==> src/rtl/ft600_tx_arbiter_if.sv <==
// ft600_tx_arbiter_if: requester side and TX FIFO write side of the arbiter.
// master = arbiter, slave = requesters/FIFO.
interface ft600_tx_arbiter_if #(
   parameter int NUM_CH = 4
);
   logic [NUM_CH-1:0]    ch_valid;
   logic [16*NUM_CH-1:0] ch_data;
   logic [NUM_CH-1:0]    ch_ready;
   logic                 tx_en;
   logic [15:0]          tx_in;
   logic                 tx_full;
   logic [NUM_CH-1:0]    grant;
   logic                 busy;

   modport master (
      input  ch_valid, ch_data, tx_full,
      output ch_ready, tx_en, tx_in, grant, busy
   );

   modport slave (
      output ch_valid, ch_data, tx_full,
      input  ch_ready, tx_en, tx_in, grant, busy
   );
endinterface

==> src/rtl/ft600_tx_arbiter.sv <==
// ft600_tx_arbiter: round-robin burst arbiter onto the ft600_mode245 TX FIFO.
// Define FT_TX_HEADER_EN to prefix each burst with an {8'hA5, channel} word.
module ft600_tx_arbiter #(
   parameter int NUM_CH    = 4,
   parameter int MAX_BURST = 64
) (
   input logic                clk,
   input logic                rst,
   ft600_tx_arbiter_if.master bus
);
   localparam int GW = $clog2(NUM_CH);
   localparam int CW = $clog2(MAX_BURST + 1);
   localparam logic [CW-1:0] CNT_LAST = CW'(MAX_BURST - 1);

   typedef enum logic [1:0] {IDLE, HEADER, DATA} state_t;

   state_t        state, state_nx;
   logic [GW-1:0] g, g_nx;
   logic [GW-1:0] last, last_nx;
   logic [GW-1:0] pick;
   logic [CW-1:0] cnt, cnt_nx;
   logic          any_req;
   logic          own_valid;
   logic          wr;
   logic [15:0]   own_data;

   assign any_req   = |bus.ch_valid;
   assign own_valid = bus.ch_valid[g];
   assign own_data  = bus.ch_data[{g, 4'b0000} +: 16];
   assign wr        = own_valid & ~bus.tx_full;

   // scan last+1, last+2, ... ; the nearest requester wins
   always_comb begin
      logic [GW-1:0] idx;
      idx  = '0;
      pick = '0;
      for (int k = NUM_CH; k >= 1; k--) begin
         idx = GW'((int'(last) + k) % NUM_CH);
         if (bus.ch_valid[idx])
            pick = idx;
      end
   end

   // owner indication
   always_comb begin
      bus.busy  = (state != IDLE);
      bus.grant = '0;
      if (state != IDLE)
         bus.grant[g] = 1'b1;
   end

   // next state and FIFO write port
   always_comb begin
      state_nx     = state;
      g_nx         = g;
      last_nx      = last;
      cnt_nx       = cnt;
      bus.tx_en    = 1'b0;
      bus.tx_in    = '0;
      bus.ch_ready = '0;
      unique case (state)
         IDLE: begin
            if (any_req) begin
               g_nx   = pick;
               cnt_nx = '0;
`ifdef FT_TX_HEADER_EN
               state_nx = HEADER;
`else
               state_nx = DATA;
`endif
            end
         end
`ifdef FT_TX_HEADER_EN
         HEADER: begin
            bus.tx_en = ~bus.tx_full;
            bus.tx_in = {8'hA5, 8'(g)};
            if (!bus.tx_full)
               state_nx = DATA;
         end
`endif
         DATA: begin
            bus.tx_en       = wr;
            bus.tx_in       = own_data;
            bus.ch_ready[g] = wr;
            if (wr)
               cnt_nx = cnt + 1'b1;
            // a source gap or a full burst hands the port back
            if (!own_valid || (wr && cnt == CNT_LAST)) begin
               state_nx = IDLE;
               last_nx  = g;
            end
         end
         default: state_nx = IDLE;
      endcase
   end

   // state registers; channel 0 has first priority after reset
   always_ff @(posedge clk or posedge rst) begin
      if (rst) begin
         state <= IDLE;
         g     <= '0;
         last  <= GW'(NUM_CH - 1);
         cnt   <= '0;
      end else begin
         state <= state_nx;
         g     <= g_nx;
         last  <= last_nx;
         cnt   <= cnt_nx;
      end
   end
endmodule

==> src/flat_wrapper.sv <==
// flat-port wrapper written by rule: the top's interface ports become plain ports
module ft600_tx_arbiter_flat 
#(
   parameter int NUM_CH    = 4,
   parameter int MAX_BURST = 64
)
  (clk, rst, bus_ch_valid, bus_ch_data, bus_tx_full, bus_ch_ready, bus_tx_en, bus_tx_in, bus_grant, bus_busy);
  ft600_tx_arbiter_if #(.NUM_CH(NUM_CH)) bus_i ();
  input logic clk;
  input logic rst;
  input wire logic [$bits(bus_i.ch_valid)-1:0] bus_ch_valid;
  input wire logic [$bits(bus_i.ch_data)-1:0] bus_ch_data;
  input wire logic [$bits(bus_i.tx_full)-1:0] bus_tx_full;
  output wire logic [$bits(bus_i.ch_ready)-1:0] bus_ch_ready;
  output wire logic [$bits(bus_i.tx_en)-1:0] bus_tx_en;
  output wire logic [$bits(bus_i.tx_in)-1:0] bus_tx_in;
  output wire logic [$bits(bus_i.grant)-1:0] bus_grant;
  output wire logic [$bits(bus_i.busy)-1:0] bus_busy;
  assign bus_i.ch_valid = bus_ch_valid;
  assign bus_i.ch_data = bus_ch_data;
  assign bus_i.tx_full = bus_tx_full;
  assign bus_ch_ready = bus_i.ch_ready;
  assign bus_tx_en = bus_i.tx_en;
  assign bus_tx_in = bus_i.tx_in;
  assign bus_grant = bus_i.grant;
  assign bus_busy = bus_i.busy;
  ft600_tx_arbiter #(.NUM_CH(NUM_CH), .MAX_BURST(MAX_BURST)) u_core (.clk(clk), .rst(rst), .bus(bus_i));
endmodule
==> config.mk <==
export PLATFORM = sky130hd
export DESIGN_NAME = ft600_tx_arbiter_flat
export DESIGN_NICKNAME = d
export VERILOG_FILES = /design/src/rtl/ft600_tx_arbiter_if.sv /design/src/rtl/ft600_tx_arbiter.sv /design/src/flat_wrapper.sv
export SDC_FILE = /design/constraint.sdc
export NUM_CORES = 1
export LEC_CHECK = 0
export ABC_AREA = 1
export CORE_ASPECT_RATIO = 2
export CORE_MARGIN = 3
export CORE_UTILIZATION = 32
export DETAILED_ROUTE_END_ITERATION = 8
export PLACE_DENSITY_LB_ADDON = 0.2
export SYNTH_ARGS = -nofsm -noshare
export SYNTH_HDL_FRONTEND = slang
export SYNTH_SLANG_ARGS = --single-unit
export TNS_END_PERCENT = 20
==> constraint.sdc <==
create_clock -name clk -period 1.65 [get_ports clk]
set_input_delay 0.4125 -clock clk [delete_from_list [all_inputs] [get_ports clk]]
set_output_delay 0.4125 -clock clk [all_outputs]
set_load 0.01 [all_outputs]
==> out/results.ini <==
[outcome]
outcome=finished, violations left
violations=setup timing

[critical_path]
max_stage_delay_ps=490
cp.required_ps=1240
cp_max_fo=5
r2r_start=u_core.g[1]$_DFFE_PP0P_
rr_worst_depth=9
slowest_stage=clkdlybuf4s50_1
crit_start=bus_ch_valid[1]
cp_data_arrival_time_ps=1620
cp-endpoint=bus_ch_ready[2]
rrSetupSlack_ps=-10
cp-end-kind=output port
crit_chain=clkdlybuf4s50_1 > nand2_1 > o2111ai_4 > nand3_4 > buf_6 > nor2_4 > buf_6
start_kind=input port
r2r_end=u_core.cnt[4]$_DFFE_PP0P_
cp_common_cell=buf_6
critPathKind=in2out

[finish]
antenna_cells=0
nets=413
area_delta_synth_final_pct=96.2
fin_area_um2=2640
final_common_cell=clkdlybuf4s50_1
layout_common_cells=clkdlybuf4s50_1, nand2_1, nand3_1, buf_4, buf_2
drive_gt1_share_pct=25.6

[global_route]
grt_pass1_vias=1906
grt_pass1_wl_um=8850
grt_max_degree=29
grt-ovfl-total=0
antenna_found_initial=0
grt_usage_pct=23.0

[synthesis]
synthesis.area_um2=1340
yosysWarningCount=0
syn_area_per_cell_um2=6.16
synth.yosys.seq_area_share_pct=22.5
netlist_top_cells_area=dfrtp_1, nand3_1, nand2_1
syn_nets=290
netlist_instances=218
synth_area_leader_cell=dfrtp_1
synth_seq_cells=12
yosysUniqueCellTypes=27
synth_top_area_share_pct=18.6

[pwr]
irDropWorstVdd_v=0.000962
p_int_mw=2.09
p_switching_mw=1.91
pwr-share-seq_pct=13.4
combinationalPowerShare_pct=78.4
clkPwrFrac_pct=8.1
power.density_nw_per_um2=1520
total_power_mw=4.01
p_leak_nw=1.26
swShare_pct=47.8

[die]
io_pins=97
start_util_pct=33.9
die_y_um=97.6
fp.dieArea_um2=5060
core_um2=3960
rows=32
die_w_um=51.8

[timing]
period_share_pct=123
worst_slack_ps=-379
relSlewSlack_pct=69.1
finClkSkew_ps=1.46
maxSlewViolCount=0
fin_hold_ws_ps=476
min_period_ps=2030
grt_setup_unrepaired=true
setup_viol_count_final=28
worst_slew_pin_slew_ps=462
clock.fmax_mhz=493
hold_viol_final=0

[worst_hold_path]
min_path_type=in2async

[routing]
viasPerCell=5.05
drc_errors=0
ant_nets=0
drt-total-wl_um=5850
num_vias=1975
wl_per_cell_um=14.9
drt_pass1_iterations=4
drt_iter0_drc=47

[clock_tree]
cts_max_path_buffers=2
clock_latency_ps=250
htreeDepth=1
cts-root-buf=clkbuf_8
cts_buffers=3
clock_sinks=12
cts_tree=done
clk_pin_slew_ps=50

[placed_design]
portBuffers=96
postPlaceCellArea_um2=2480
pre_cts_ws_ps=-904
dp_hpwl_um=4490
gp_congestion=0.863

[flow_run]
cap_viol_max_count=0

-- cells in the mapped netlist --
cell and number:
a21oi_1 2, a22oi_1 16, a31oi_1 16, and2_1 1, buf_1 1, buf_2 7
buf_4 1, buf_6 2, clkbuf_1 4, dfrtp_1 10, dfstp_2 2, ha_1 1
inv_1 18, inv_2 1, nand2_1 60, nand2_4 1, nand3_1 49, nand3_2 1
nand3b_1 1, nand4_1 1, nor2_1 13, nor2_2 1, nor2_4 1, o2111ai_2 1
o21ai_0 3, xnor2_1 2, xor2_1 2
-- state kept, by name (all words and copies together) (netlist names) --
signal / cells
u_core.state: 1
u_core.g: 2
u_core.cnt: 7
u_core.last: 2
-- per-stage QoR --
stage,cells,utilization (%),TNS (ps)
final,391,66.5,-6680
after floorplan,218,-,-37.9
after detailed placement,374,62.6,-16260
after global routing,391,66.5,-9480
after global placement,374,62.6,-15320
after CTS,387,65.0,-5800
-- final cells by class --
| cell class | instances | area, µm² |
|---|---|---|
| inverters | 19 | 73.8 |
| flip-flops and latches | 12 | 305 |
| clock buffers | 4 | 55.1 |
| multi-input cells | 172 | 945 |
| fillers | 355 | 1330 |
| repair buffers | 133 | 1190 |
| well taps | 51 | 63.8 |
-- power by group through the flow --
| stage | logic [mW] | clock network [mW] | registers [mW] |
|---|---|---|---|
| final | 3.14 | 0.326 | 0.539 |
| after global routing | 3.44 | 0.354 | 0.560 |
| after CTS | 2.98 | 0.330 | 0.529 |
| after detailed placement | 2.93 | 0 | 0.532 |
| after global placement | 2.92 | 0 | 0.529 |
| after floorplan | 1.65 | 0 | 0.466 |
-- worst min-delay path by stage --
stage,endpoint,from,cells past startpoint,slack [ps]
4_1_cts,u_core.cnt[4]$_DFFE_PP0P_,rst,2,500
3_3_place_gp,u_core.last[1]$_DFFE_PP1P_,u_core.last[1]$_DFFE_PP1P_,2,480
5_1_grt,u_core.cnt[1]$_DFFE_PP0P_,rst,2,520
6_report,u_core.cnt[4]$_DFFE_PP0P_,rst,2,480
2_1_floorplan,u_core.cnt[0]$_DFFE_PP0P_,rst,1,280
3_5_place_dp,u_core.last[1]$_DFFE_PP1P_,u_core.last[1]$_DFFE_PP1P_,2,500
-- worst max-delay path, delay by kind of cell --
kind,cells,cell delay (ps)
buf+inv,3,750
compound gates,1,120
simple gates,3,330
-- cell families after synthesis --
| family | share of synthesized area, % |
|---|---|
| AOI/OAI and AO/OA | 19.4 |
| xor gates and xnor gates | 2.61 |
| adders and majority gates | 0.931 |
| buffers and inverters | 11.5 |
| DFF | 22.5 |
| and+or+nand+nor | 43.0 |
-- routing by layer --
layer / vias up / wire [µm] / GRT usage, %
li1: 992 / - / -
met4: 0 / 180 / 8.89
met1: 900 / 2060 / 23.1
met2: 72 / 3240 / 43.6
met5: - / 0 / 0
met3: 11 / 362 / 3.84
-- repair_timing --
item	CTS	global route
setup endpoints to repair	33	35
hold buffers	0	0
pin swaps	4	5
cloned	0	1
buffers inserted	9	3
hold endpoints to repair	0	0
resized for setup	120	17
Note: power is estimated with default switching activity, not from simulation.
